File: src/rtl/led_blink_code_pkg.sv
// Shared types and helpers for the blink-code LED sequencer.
package led_blink_code_pkg;

    // S_IDLE | 1-cycle slot where a pending code is taken and the pulse count restarts
    // S_ON   | LED on for one pulse
    // S_GAP  | LED off between two pulses of the same code
    // S_PAUSE| LED off after the last pulse, or the whole period for code 0
    typedef enum logic [1:0] {
        S_IDLE  = 2'd0,
        S_ON    = 2'd1,
        S_GAP   = 2'd2,
        S_PAUSE = 2'd3
    } state_t;

    function automatic int max3(input int a, input int b, input int c);
        int m;
        m = (a > b) ? a : b;
        return (m > c) ? m : c;
    endfunction

endpackage

File: src/rtl/led_ms_tick.sv
// Millisecond prescaler: one-cycle tick every C_TICK_DIV clocks, restartable by a synchronous clear.
module led_ms_tick #(
    parameter int C_TICK_DIV = 125000
) (
    input  logic clk,
    input  logic rst,
    input  logic clr,
    output logic tick
);
    localparam int W = (C_TICK_DIV > 1) ? $clog2(C_TICK_DIV) : 1;
    localparam logic [W-1:0] LAST = W'(C_TICK_DIV - 1);

    logic [W-1:0] presc_q;
    logic [W-1:0] presc_d;

    always_comb begin
        presc_d = presc_q + W'(1);
        if (clr || (presc_q == LAST)) begin
            presc_d = '0;
        end
    end

    always_ff @(posedge clk) begin
        if (rst) begin
            presc_q <= '0;
        end else begin
            presc_q <= presc_d;
        end
    end

    // Tick depends only on the register so the FSM can use it to decide the clear.
    assign tick = (presc_q == LAST);

endmodule

File: src/rtl/led_blink_code.sv
// Blink-code LED sequencer: shows a status code as N equal pulses followed by a long pause.
module led_blink_code
    import led_blink_code_pkg::*;
#(
    parameter int C_CLK_FREQ   = 125000000,
    parameter int C_CODE_WIDTH = 4,
    parameter int C_PULSE_MS   = 200,
    parameter int C_GAP_MS     = 200,
    parameter int C_PAUSE_MS   = 1000
) (
    input  logic                    clk,
    input  logic                    rst,
    input  logic [C_CODE_WIDTH-1:0] code,
    input  logic                    code_valid,
    output logic                    code_ack,
    output logic [C_CODE_WIDTH-1:0] active_code,
    output logic                    led
);
    localparam int C_TICK_DIV = C_CLK_FREQ / 1000;
    localparam int MS_MAX     = max3(C_PULSE_MS, C_GAP_MS, C_PAUSE_MS);
    localparam int MS_W       = $clog2(MS_MAX + 1);

    localparam logic [MS_W-1:0] PULSE_LAST = MS_W'(C_PULSE_MS - 1);
    localparam logic [MS_W-1:0] GAP_LAST   = MS_W'(C_GAP_MS - 1);
    localparam logic [MS_W-1:0] PAUSE_LAST = MS_W'(C_PAUSE_MS - 1);

    state_t                  state_q, state_d;
    logic [C_CODE_WIDTH-1:0] pend_code_q, pend_code_d;
    logic                    pend_vld_q, pend_vld_d;
    logic [C_CODE_WIDTH-1:0] active_q, active_d;
    logic [C_CODE_WIDTH-1:0] pulse_cnt_q, pulse_cnt_d;
    logic [MS_W-1:0]         ms_cnt_q, ms_cnt_d;
    logic                    led_q, led_d;
    logic                    ack_q, ack_d;

    logic                    tick;
    logic                    clr;
    logic                    take;
    logic                    phase_done;
    logic [MS_W-1:0]         phase_last;
    logic [C_CODE_WIDTH-1:0] eff_code;

    led_ms_tick #(
        .C_TICK_DIV (C_TICK_DIV)
    ) u_ms_tick (
        .clk  (clk),
        .rst  (rst),
        .clr  (clr),
        .tick (tick)
    );

    always_comb begin
        phase_last = PULSE_LAST;
        case (state_q)
            S_GAP:   phase_last = GAP_LAST;
            S_PAUSE: phase_last = PAUSE_LAST;
            default: phase_last = PULSE_LAST;
        endcase
        phase_done = tick && (ms_cnt_q == phase_last);
    end

    always_comb begin
        state_d     = state_q;
        active_d    = active_q;
        pulse_cnt_d = pulse_cnt_q;
        take        = 1'b0;
        eff_code    = active_q;

        case (state_q)
            S_IDLE: begin
                take = pend_vld_q;
                if (take) begin
                    eff_code = pend_code_q;
                end
                active_d    = eff_code;
                pulse_cnt_d = C_CODE_WIDTH'(1);
                state_d     = (eff_code == '0) ? S_PAUSE : S_ON;
            end
            S_ON: begin
                if (phase_done) begin
                    state_d = (pulse_cnt_q == active_q) ? S_PAUSE : S_GAP;
                end
            end
            S_GAP: begin
                if (phase_done) begin
                    pulse_cnt_d = pulse_cnt_q + C_CODE_WIDTH'(1);
                    state_d     = S_ON;
                end
            end
            S_PAUSE: begin
                if (phase_done) begin
                    state_d = S_IDLE;
                end
            end
            default: state_d = S_IDLE;
        endcase

        // A strobe in the take cycle is kept for the next sequence.
        pend_code_d = pend_code_q;
        pend_vld_d  = pend_vld_q;
        if (take) begin
            pend_vld_d = 1'b0;
        end
        if (code_valid) begin
            pend_code_d = code;
            pend_vld_d  = 1'b1;
        end

        clr      = (state_d != state_q);
        ms_cnt_d = ms_cnt_q;
        if (clr) begin
            ms_cnt_d = '0;
        end else if (tick) begin
            ms_cnt_d = ms_cnt_q + MS_W'(1);
        end

        led_d = (state_d == S_ON);
        ack_d = (state_d == S_IDLE) && pend_vld_d;
    end

    always_ff @(posedge clk) begin
        if (rst) begin
            state_q     <= S_IDLE;
            pend_code_q <= '0;
            pend_vld_q  <= 1'b0;
            active_q    <= '0;
            pulse_cnt_q <= '0;
            ms_cnt_q    <= '0;
            led_q       <= 1'b0;
            ack_q       <= 1'b0;
        end else begin
            state_q     <= state_d;
            pend_code_q <= pend_code_d;
            pend_vld_q  <= pend_vld_d;
            active_q    <= active_d;
            pulse_cnt_q <= pulse_cnt_d;
            ms_cnt_q    <= ms_cnt_d;
            led_q       <= led_d;
            ack_q       <= ack_d;
        end
    end

    assign led         = led_q;
    assign code_ack    = ack_q;
    assign active_code = active_q;

endmodule
File: config.mk
export PLATFORM = sky130hd
export DESIGN_NAME = led_blink_code
export DESIGN_NICKNAME = d
export VERILOG_FILES = /design/src/rtl/led_blink_code_pkg.sv /design/src/rtl/led_ms_tick.sv /design/src/rtl/led_blink_code.sv
export SDC_FILE = /design/constraint.sdc
export NUM_CORES = 1
export LEC_CHECK = 0
export CORE_MARGIN = 2
export CORE_UTILIZATION = 58
export DETAILED_ROUTE_END_ITERATION = 16
export GPL_ROUTABILITY_DRIVEN = 0
export HOLD_SLACK_MARGIN = 0.1
export PLACE_DENSITY = 0.84
export SYNTH_ARGS = -nofsm -noshare
export SYNTH_HDL_FRONTEND = slang
export SYNTH_HIERARCHICAL = 1
export SYNTH_SLANG_ARGS = --single-unit
File: constraint.sdc
create_clock -name clk -period 3 [get_ports clk]
set_clock_uncertainty 0.05 [all_clocks]
set_input_delay 0.9 -clock clk [delete_from_list [all_inputs] [get_ports clk]]
set_output_delay 0.9 -clock clk [all_outputs]
set_load 0.02 [all_outputs]
* After elaboration in Yosys (flattened, before gate mapping) *
Cells that the tools add are included.
Widths: inputs -> output; s select.

cells by class
  $add $sub $neg = 3
  equality and inequality tests = 9
  mux-type cells = 14
  reduce and logical (&&, ||, !) cells = 10

operators by type and width
  kind                   number
  $add 17x1->17 const B  1
  $eq 17x17->1 const B   1
  $mux 4                 3
  $add 10x1->10 const B  1
  $eq 10x10->1           1
  $mux 10                1
  $mux 2                 4
  $pmux 2 s4             1
  $pmux 4 s2             1
  $add 4x1->4 const B    1
  $eq 2x1->1 const B     2
  $eq 2x2->1 const B     2
  $eq 4x4->1             1
  $logic_not 2->1        2
  $logic_not 4->1        1
  $mux 1                 4
  $reduce_or 2->1        2
  $logic_and 1x1->1      2
  $ne 2x2->1             1
  $ne 2x2->1 const B     1
  $reduce_and 2->1       1
  $reduce_bool 2->1      1
  $logic_or 1x1->1       1

storage, ports and cells
  bits in registers = 44
  bits of input ports = 7
  output and inout port bits = 6
  logic and storage cells = 45

* Depth between registers and ports, before layout *
Gate-level depths: netlist (run 1).

  depth in word-level cells = 9
  mapped depth = 13
  gate-level depth less buffers = 11

* By module *
Netlist (run 1), hierarchy kept.

by module, submodules not included
  module          instances  cells each  area each (sq um)  seq. area each (sq um)
  led_blink_code  1          142         1341.3             540.5
  led_ms_tick     1          89          803.3              340.3

* Worst setup path before layout (run 1) *
No wires, ideal clock.

  kind = reg-to-reg
  start point = register u_ms_tick.presc_q[0]
  end point = register pulse_cnt_q[2]
  setup time = 0.132 ns
  data arrival time = 2.208 ns
  data required time = 2.818 ns
  path slack = 0.610 ns
  cell stages (with the launch flop) = 11
  path buffers = 2
  period minus slack after synthesis = 2.390 ns
  cell sequence = dfxtp_1 > ha_1 > and2_1 > nand3_4 > nor3_1 > buf_4 > nand3_2 > or4_4 > buf_6 > o311ai_2 > a21oi_1

on the way
  word-level cells in the longest chain between the ends = 4

RTL lines
  item                               RTL line               source
  from (decl)                        led_ms_tick.sv:13      logic [W-1:0] presc_q;
  from (signal assigned)             led_ms_tick.sv:27      presc_q <= presc_d;
  $eq 17x17->1                       led_ms_tick.sv:32      assign tick = (presc_q == LAST);
  via tick                           led_blink_code.sv:36   logic tick;
  $logic_and 1x1->1                  led_blink_code.sv:59   phase_done = tick && (ms_cnt_q == phase_last);
  $ne 2x2->1 (no source line)        n/a
  $reduce_and 2->1 (no source line)  n/a
  to (signal assigned)               led_blink_code.sv:136  pulse_cnt_q <= pulse_cnt_d;
  to (decl)                          led_blink_code.sv:31   logic [C_CODE_WIDTH-1:0] pulse_cnt_q, pulse_cnt_d;

The timed path passes the listed nets, and every way through them passes these cells.
A chain may end at the register's enable or synchronous reset.

* Worst setup path in the final report (run 1) *
  start point = register u_ms_tick.presc_q[0]
  end point = register ms_cnt_q[6]

on the way
  word-level cells in the longest chain between the ends = 6
  elaborated cells on any way between the ends = 8
  those cells by class = eq/ne (2); mux (4); reduce/logical (2)

RTL lines
  item                              RTL line                                                          source
  $eq 17x17->1 (*)                  led_ms_tick.sv:32
  via tick                          led_blink_code.sv:36
  $logic_and 1x1->1                 led_blink_code.sv:59
  $mux 2 (on tied branches)         led_blink_code.sv:91, led_blink_code.sv:80, led_blink_code.sv:85
  $pmux 2 s4                        led_blink_code.sv:69                                              case (state_q)
  $ne 2x2->1                        led_blink_code.sv:109                                             clr = (state_d != state_q);
  $reduce_or 2->1 (no source line)  n/a
  to (signal assigned)              led_blink_code.sv:137                                             ms_cnt_q <= ms_cnt_d;
  to (decl)                         led_blink_code.sv:32                                              logic [MS_W-1:0] ms_cnt_q, ms_cnt_d;

The timed path passes the listed nets; every way through them passes the cells marked *.

==> results of run 1 <==
[cells in the mapped netlist (2+ instances only)]
library cell and count:
nor2_1 42, nand2_1 14, xnor2_1 17, nand4_1 9
and2_1 2, nor3_1 10, a21oi_1 2, nand2b_1 2
dfxtp_1 44, mux2i_1 9, o31ai_1 2, inv_1 5
nand3_1 7, or4_4 2, clkbuf_1 4, a31oi_1 2
ha_1 3, buf_6 4, xor2_1 10, o311ai_2 2
nor4_1 7
[placed cells by master (no fill, tap or decap), types with 2 or more instances in the layout]
cell type / instances
nand2b_1: 2
and2_1: 2
xor2_1: 10
a21oi_1: 2
nand4_1: 9
xnor2_1: 17
a31oi_1: 2
or4_4: 2
nand3_1: 7
nor2_1: 42
clkdlybuf4s50_1: 12
o31ai_1: 2
clkbuf_8: 5
ha_1: 3
inv_1: 5
nor3_1: 10
o311ai_2: 2
nor4_1: 7
mux2i_1: 9
dfxtp_1: 44
clkinv_2: 2
nand2_1: 14
buf_4: 3
[metal layers]
layer	share of wire, %	global-route usage (%)	up-vias
met1	47	26.6	772
met2	47	33.8	37
li1	-	-	832
met5	0	0	-
met4	2.2	9.84	0
met3	3.4	5.21	8
[metrics by stage]
step | setup slack (ps) | instance area (um2) | utilization (%) | hold WS (ps)
after floorplan | 610 | 2140 | - | 368
after global placement | 560 | 2270 | 63.0 | 379
after detailed placement | 479 | 2270 | 63.0 | 396
after CTS | 469 | 2360 | 65.4 | 408
after global routing | 335 | 2360 | 65.4 | 424
final | 488 | 2360 | 65.4 | 405
[where the power goes]
group	internal, W	leakage (nW)	total [W]	switching, W
combinational	0.0000455	0.362	0.000104	0.0000585
clock	0.000162	0.0479	0.000367	0.000205
sequential	0.000600	0.357	0.000622	0.0000227
[sequential cells by signal, indices dropped and copies added (netlist names)]
name,flops
state_q,2
pulse_cnt_q,4
code_ack,1
pend_code_q,4
ms_cnt_q,10
u_ms_tick/presc_q,17
active_code,4
led,1
pend_vld_q,1
[cell families after synthesis]
kind of cell / Yosys count / synth area share [%]
AND/OR/NAND/NOR: 109 / 27.0
multiplexers: 9 / 4.20
XOR/XNOR: 27 / 11.0
adder cells (fa/ha/maj): 3 / 1.75
AO/OA/AOI/OAI: 23 / 10.6
flip-flops: 44 / 41.1
buffers and inverters: 16 / 4.43
[worst paths after layout]
path / to / cells after the start
worst min register to register: u_ms_tick/presc_q[0] / 1
worst max-delay path: ms_cnt_q[6] / 8
worst max register to register: ms_cnt_q[6] / 8
worst min-delay path: u_ms_tick/presc_q[0] / 1
[layout make-up]
cell class              count  area share, %
repair buffers             15           6.05
clock buffers               5           2.92
well taps                  48           2.55
inverters                   5          0.796
multi-input cells         171           49.5
flip-flops and latches     44           37.3
clock inverters             3          0.796
==> results_dict.tcl, run 1 <==
set metrics [dict create \
    regArea_um2 881 \
    drive_above_1_share_pct 10.7 \
    grt_pass1_wl_um 6880 \
    hp-class "reg -> reg" \
    min_period_ps 2510 \
    initial_core_util_pct 59.5 \
    ant_nets 0 \
    numCtsBuffers 5 \
    crit_arrival_ps 2640 \
    critPathRequiredTime_ps 3130 \
    grt_overflow 0 \
    wl_um 4040 \
    crit_family "simple AND/OR/NAND/NOR gates" \
    dpl.hpwl_um 2890 \
    area_growth_pct 9.98 \
    fin_crit_sh_pct 83.7 \
    cts_root_buf "clkbuf_8" \
    yosys.area.top_type "dfxtp_1" \
    ir_worst_vdd_v 0.000491 \
    cp-startpoint "u_ms_tick/presc_q[0]" \
    core_area_um2 3610 \
    p_leak_nw 0.767 \
    cap_violations 0 \
    finalHoldViolations 0 \
    syn_inst 231 \
    cts_buffer_depth 2 \
    ys_types 53 \
    rows 22 \
    powerDensity_nw_per_um2 464 \
    regToRegSetupSlack_ps 490 \
    worstMarginPinSlew_ps 677 \
    final.setup.tns_ps 0 \
    synth_seq_cells 44 \
    die_y_um 64.8 \
    start_kind "flip-flop" \
    clkTransAtPathRegs_ps 80 \
    drtIter0Drc 151 \
    io_buffers 12 \
    min_from "u_ms_tick/presc_q[0]" \
    syn_area_per_cell_um2 9.28 \
    critPathBufInv 0 \
    postCtsSetupBuffers 0 \
    final_max_slew_viol_count 0 \
    first_pass_iters 6 \
    nNetsFinal 252 \
    cts_resized 0 \
    max_stage_delay_ps 590 \
    clk_latency_ps 300 \
    die_w_um 64.8 \
    finalSetupViolations 0 \
    synth-seq-area-share_pct 41.1 \
    multi_input_area_um2 1170 \
    yosys_warnings 6 \
    drc 0 \
    relSlewSlack_pct 54.9 \
    endpoint_kind "flip-flop" \
    timing.rr.start "u_ms_tick/presc_q[0]" \
    die_area_um2 4200 \
    vias 1649 \
    dp_cells 283 \
    rsz0062_at_grt "false" \
    crit_chain "ha_1 -> and2_1 -> nand3_4 -> nor3_1 -> nand3_2 -> or4_4 -> o211ai_4 -> nor2_1" \
    status "finished, final reports clean" \
    worst-path-max-fanout 10 \
    synth-async-reset-ratio_pct 0 \
    synthDominantCellAreaShare_pct 41.1 \
    final_cells 291 \
    path_class "reg -> reg" \
    antenna_found_initial 0 \
    synth_area_leaders "dfxtp_1 (41%), nor2_1 (7.4%), xnor2_1 (6.9%), mux2i_1 (4.2%), xor2_1 (4.1%)" \
    hold_buffers 0 \
    num_antenna_cells 0 \
    netlist_area_um2 2140 \
    fill_cells 294 \
    p_total_w 0.00109 \
    grt_max_degree 17 \
    grtUsageTotal_pct 21.1 \
    syn-num-nets 241 \
    fmax_ghz 0.398 \
    vias_per_cell 5.67 \
    htreeDepth 2 \
    io_pins 13 \
    worst_path_max_delay_cell "or4_4" \
    synth_edf_count 0 \
    cts_tree "yes" \
    post_drt_wl_per_cell_um 13.9 \
    cts_sinks 44 \
    grt_pass1_vias 1550 \
    synth_ff_type "dfxtp_1" \
]
No activity file was read; power rests on OpenSTA's default activity.
==> run 2, diff against run 1 <==
--- a/config.mk
+++ b/config.mk
@@ -6,11 +6,11 @@
 export NUM_CORES = 1
 export LEC_CHECK = 0
 export CORE_MARGIN = 2
-export CORE_UTILIZATION = 58
+export CORE_UTILIZATION = 53
 export DETAILED_ROUTE_END_ITERATION = 16
 export GPL_ROUTABILITY_DRIVEN = 0
 export HOLD_SLACK_MARGIN = 0.1
-export PLACE_DENSITY = 0.84
+export PLACE_DENSITY = 0.81
 export SYNTH_ARGS = -nofsm -noshare
 export SYNTH_HDL_FRONTEND = slang
 export SYNTH_HIERARCHICAL = 1
==> constraint.sdc (replaced) <==
create_clock -name clk -period 2.1 [get_ports clk]
set_clock_uncertainty 0.05 [all_clocks]
set_input_delay 0.63 -clock clk [delete_from_list [all_inputs] [get_ports clk]]
set_output_delay 0.63 -clock clk [all_outputs]
set_load 0.02 [all_outputs]
==> run 2 against run 1 <==
  * Register-to-register slack lost 550 ps
  * The flow now finishes with violations (negative setup slack)
  * First-iteration DRC count shrank 20%
  * Power grew 63%
  * Critical path type unchanged
  * Core utilization grew 5.0 points
  * Wire length grew 29%
  * Sequential share of layout area shrank 5.4 points
  * Die area grew 8.8%
  * Global-route usage grew 3.9 points
  * Combinational power grew 95%
  * Largest cell class unchanged
  * Maximum frequency grew 16%
  * Worst hold slack gained 84 ps
==> results_dict.tcl, run 2 (same netlist as run 1, synthesis figures left out) <==
set metrics [dict create \
    drc 0 \
    placed_cell_area_um2 2480 \
    drive_above_1_share_pct 27.9 \
    largest_reg_flops 17 \
    p_seq_share_pct 49.6 \
    setup_slack_ps -66.4 \
    finalHoldViolations 0 \
    drtIter0Drc 121 \
    cts_root_buf "clkbuf_8" \
    dpl.hpwl_um 3290 \
    finalSetupViolations 16 \
    die_area_um2 4570 \
    clkTransAtPathRegs_ps 90 \
    final_max_slew_viol_count 0 \
    die_y_um 67.6 \
    critPathRequiredTime_ps 2240 \
    nNetsFinal 285 \
    cts_buffer_depth 2 \
    clock_power_share_pct 39.0 \
    min_to "u_ms_tick/presc_q[0]" \
    worst-path-max-fanout 5 \
    core_area_um2 3940 \
    timing.rr.start "u_ms_tick/presc_q[3]" \
    vias 1841 \
    min_from "u_ms_tick/presc_q[0]" \
    cts_sinks 44 \
    cap_violations 0 \
    crit_arrival_ps 2300 \
    largest_registers "u_ms_tick/presc_q x17, ms_cnt_q x10" \
    status "finished, violations left" \
    first_pass_iters 4 \
    num_antenna_cells 0 \
    place_ws_ps -215 \
    combinationalPowerShare_pct 11.4 \
    p_sw_share_pct 24.9 \
    worstMarginPinSlew_ps 529 \
    grt_pass1_vias 1765 \
    fmax_ghz 0.462 \
    rsz0062_at_grt "true" \
    start_kind "flip-flop" \
    rr_endpoint "pulse_cnt_q[2]" \
    grt_overflow 0 \
    io_pins 13 \
    final_common_cell "dfxtp_1" \
    min_period_ps 2170 \
    endpoint_kind "flip-flop" \
    powerDensity_nw_per_um2 643 \
    hp-class "reg -> reg" \
    ant_nets 0 \
    worstRegToRegCells 7 \
    rows 23 \
    io_buffers 12 \
    final_cell_area_um2 2770 \
    violations "negative setup slack" \
    grt_max_degree 15 \
    post_drt_wl_per_cell_um 16.0 \
    die_w_um 67.6 \
    fin_crit_sh_pct 103 \
    power.internal_w 0.00134 \
    cp-startpoint "u_ms_tick/presc_q[3]" \
    hold_buffers 0 \
    htreeDepth 2 \
    area_growth_pct 29.3 \
    cts_tree "yes" \
    grt_pass1_wl_um 8390 \
    path_class "reg -> reg" \
    grtUsageTotal_pct 25.0 \
    final_cell_mix "dfxtp_1 (40), nor2_1 (38), buf_4 (33), xnor2_1 (17)" \
    wl_um 5210 \
    ir_worst_vdd_v 0.000445 \
    hold_depth 2 \
    initial_core_util_pct 54.4 \
    vias_per_cell 5.65 \
    largest_register "u_ms_tick/presc_q" \
    antenna_found_initial 0 \
    regToRegSetupSlack_ps -70 \
    numCtsBuffers 5 \
    relSlewSlack_pct 64.8 \
    clk_latency_ps 300 \
    p_sw_w 0.000444 \
    p_leak_nw 0.967 \
]
## run 2: through the flow
step / hold WS, ps / total power, W / util (%) / instances / TNS (ps)
after detailed placement: 475 / 0.00108 / 63.0 / 309 / -4900
after global placement: 451 / 0.00107 / 63.0 / 309 / -3110
final: 488 / 0.00178 / 70.4 / 326 / -605
after global routing: 499 / 0.00184 / 70.4 / 326 / -2710
after CTS: 487 / 0.00179 / 69.2 / 324 / -250
after floorplan: 369 / 0.00102 / - / 231 / -2520
## run 2: worst max path at each step
stage	end	slack (ps)
floorplan	ms_cnt_q[0]	-120
detailed placement	ms_cnt_q[1]	-210
global route	pulse_cnt_q[0]	-170
finish	pulse_cnt_q[2]	-70
global placement	ms_cnt_q[9]	-160
CTS	pulse_cnt_q[2]	-60
## run 2: per-layer routing
layer  vias up  track usage, %  wire length [um]
met5         -               0                 0
met3         6            5.67               165
met2        37            42.6              2760
met4         0            9.95                49
met1       889            30.2              2230
li1        909               -                 -
## run 2: repair_timing
item,in CTS,in global routing
pin swaps,8,3
cloned,3,0
gates resized for setup,11,8
buffers inserted,4,2
endpoints found under the hold margin,0,0
setup endpoints to repair,34,34
## run 2: cell type report
cell class                      count  area, um2
Clock inverter                      2       38.8
Inverter                            5       18.8
Multi-Input combinational cell    174       1320
Fill cell                         268       1170
Sequential cell                    44        886
Timing Repair Buffer               45        368
Clock buffer                        6       82.6
Tap cell                           50       62.6
## run 2: worst max-delay path, stage by stage, from the launching register on
cell and delay (ps):
dfxtp_2 350, nor4_4 270, nand3b_1 170, nor3_4 190, nand3_4 120, or4_4 510, o311ai_2 290, a21oi_1 110
## run 2: power by group through the flow
stage          Sequential, W  Combinational, W  Clock (W)
6_report            0.000884          0.000203   0.000695
5_1_grt             0.000886          0.000219   0.000736
4_1_cts             0.000884          0.000200   0.000702
3_5_place_dp        0.000901          0.000182          0
3_3_place_gp        0.000897          0.000176          0
2_1_floorplan       0.000897          0.000127          0
==> run 3, diff against run 2 <==
--- a/config.mk
+++ b/config.mk
@@ -5,6 +5,7 @@
 export SDC_FILE = /design/constraint.sdc
 export NUM_CORES = 1
 export LEC_CHECK = 0
+export CORE_ASPECT_RATIO = 2
 export CORE_MARGIN = 2
 export CORE_UTILIZATION = 53
 export DETAILED_ROUTE_END_ITERATION = 16
==> run 3 against run 2 <==
  * The run still ends with negative setup slack left
  * Flip-flop and latch count is the same
  * Power shrank 0.76%
  * Sequential power is essentially flat
  * Maximum frequency shrank 2.5%
  * Setup slack lost 55 ps
  * Final area grew 1.8%
  * Clock power shrank 3.9%
  * Non-clock buffer count grew 6
  * Clock-buffer cell count shrank 1
  * Largest power group unchanged
  * Sequential share of layout area shrank 0.61 points
  * Highest routed layer unchanged
  * Core utilization grew 2.4 points
  * Die area grew 0.68%
==> results_dict.tcl, run 3 (same netlist as run 1, synthesis figures left out) <==
set metrics [dict create \
    p_leak_nw 0.990 \
    grt_overflow 0 \
    finalSetupViolations 34 \
    io_buffers 12 \
    vias_per_cell 5.71 \
    fmax_ghz 0.450 \
    worst_path_max_delay_cell "or4_4" \
    crit_top_cell "nand3_4" \
    endpoint_kind "flip-flop" \
    clkTransAtPathRegs_ps 90 \
    die_area_um2 4600 \
    post_drt_wl_per_cell_um 16.1 \
    grt_max_degree 16 \
    dpl.hpwl_um 3520 \
    violations "negative setup slack" \
    path_class "reg -> reg" \
    final_cell_mix "nor2_1 (41), dfxtp_1 (41), buf_4 (37), xnor2_1 (17)" \
    area_growth_pct 31.7 \
    p_sw_w 0.000454 \
    holdWs_ps 478 \
    hold_buffers 0 \
    clock_power_share_pct 37.8 \
    critPathRequiredTime_ps 2240 \
    dp_cells 315 \
    power.internal_w 0.00131 \
    rsz0062_at_grt "true" \
    vias 1903 \
    max_stage_delay_ps 470 \
    p_seq_share_pct 50.1 \
    grtUsageTotal_pct 24.6 \
    crit_chain "ha_4 -> and2_4 -> nand3_4 -> nor3_4 -> nand3_4 -> buf_4 -> or4_4 -> o311ai_2 -> a21oi_1" \
    cts_tree "yes" \
    grt_pass1_vias 1938 \
    largest_reg_flops 17 \
    cap_violations 0 \
    wl_um 5370 \
    worstMarginPinSlew_ps 562 \
    ir_worst_vdd_v 0.000627 \
    initial_core_util_pct 55.2 \
    largest_registers "u_ms_tick/presc_q x17, ms_cnt_q x10" \
    status "finished, violations left" \
    critPathBufInv 1 \
    setup_slack_ps -121 \
    final_cells 333 \
    largest_register "u_ms_tick/presc_q" \
    drive_above_1_share_pct 28.4 \
    rows 32 \
    drc 0 \
    core_area_um2 3880 \
    crit_arrival_ps 2370 \
    finalHoldViolations 0 \
    clk_latency_ps 300 \
    io_pins 13 \
    final_max_slew_viol_count 0 \
    place_ws_ps -166 \
    p_total_w 0.00177 \
    powerDensity_nw_per_um2 626 \
    hp-class "reg -> reg" \
    die_y_um 94.0 \
    first_pass_iters 4 \
    numCtsBuffers 5 \
    fill_cells 280 \
    grt_pass1_wl_um 8600 \
    fin_crit_sh_pct 106 \
    final.setup.tns_ps -2250 \
    relSlewSlack_pct 62.5 \
    worst-path-max-fanout 5 \
    ant_nets 0 \
    num_antenna_cells 0 \
    combinationalPowerShare_pct 12.1 \
    cts_root_buf "clkbuf_8" \
    cts_buffer_depth 2 \
    htreeDepth 2 \
    cts_sinks 44 \
    nNetsFinal 291 \
    start_kind "flip-flop" \
    die_w_um 49.0 \
    drtIter0Drc 63 \
    antenna_found_initial 0 \
    min_period_ps 2220 \
    crit_family "simple AND/OR/NAND/NOR gates" \
    p_sw_share_pct 25.7 \
]
-- run 3: cell types whose count changed in the layout (fill, tap and decap cells not counted), moves of 2 or more --
cell | previous run | this run
nor2_1 | 38 | 41
buf_4 | 33 | 37
buf_6 | 0 | 2
nor2_2 | 4 | 0
-- run 3: area by class of cell --
type,count,area (um2),area share (%)
well taps,51,63.8,2.26
clock inverters,3,47.5,1.68
clock buffers,5,68.8,2.44
flip-flops and latches,44,885,31.3
multi-input cells,174,1320,46.7
inverters,5,18.8,0.665
repair buffers,51,420,14.9
-- run 3: per-stage QoR --
step                      utilization (%)  instance area, um2
final                                72.7                2820
after floorplan                         -                2170
after global routing                 72.7                2820
after CTS                            70.8                2750
after detailed placement             64.9                2520
after global placement               64.9                2520
-- run 3: worst min-delay path, cell delays in order (launching register included) --
cell and delay, ps:
dfxtp_1 360, o311ai_2 70, a21oi_1 60
-- run 3: timing repair --
item / 4_1_cts / 5_1_grt
setup endpoints to repair: 33 / 35
pin swaps: 20 / 12
setup buffers: 4 / 3
cloned: 3 / 0
resized for setup: 9 / 12
-- run 3: worst paths after layout --
path                        start  slack (ps)             end  depth (start not counted)
min reg2reg        pulse_cnt_q[2]         480  pulse_cnt_q[2]                          2
min                pulse_cnt_q[2]         480  pulse_cnt_q[2]                          2
max reg2reg  u_ms_tick/presc_q[0]        -120  pulse_cnt_q[2]                          9
max          u_ms_tick/presc_q[0]        -120  pulse_cnt_q[2]                          9
-- run 3: layer usage --
| metal | vias to the layer above | global-route usage [%] | part of all wire [%] |
|---|---|---|---|
| li1 | 917 | - | - |
| met1 | 931 | 22.1 | 35 |
| met2 | 37 | 49.7 | 58 |
| met3 | 18 | 3.18 | 2.0 |
| met4 | 0 | 15.0 | 4.9 |
| met5 | - | 0 | 0 |
-- run 3: power by group through the flow --
stage | Sequential, W | Combinational [W] | Clock, W
floorplan | 0.000897 | 0.000127 | 0
global placement | 0.000901 | 0.000178 | 0
detailed placement | 0.000902 | 0.000181 | 0
CTS | 0.000885 | 0.000198 | 0.000669
global route | 0.000889 | 0.000233 | 0.000700
finish | 0.000886 | 0.000215 | 0.000668
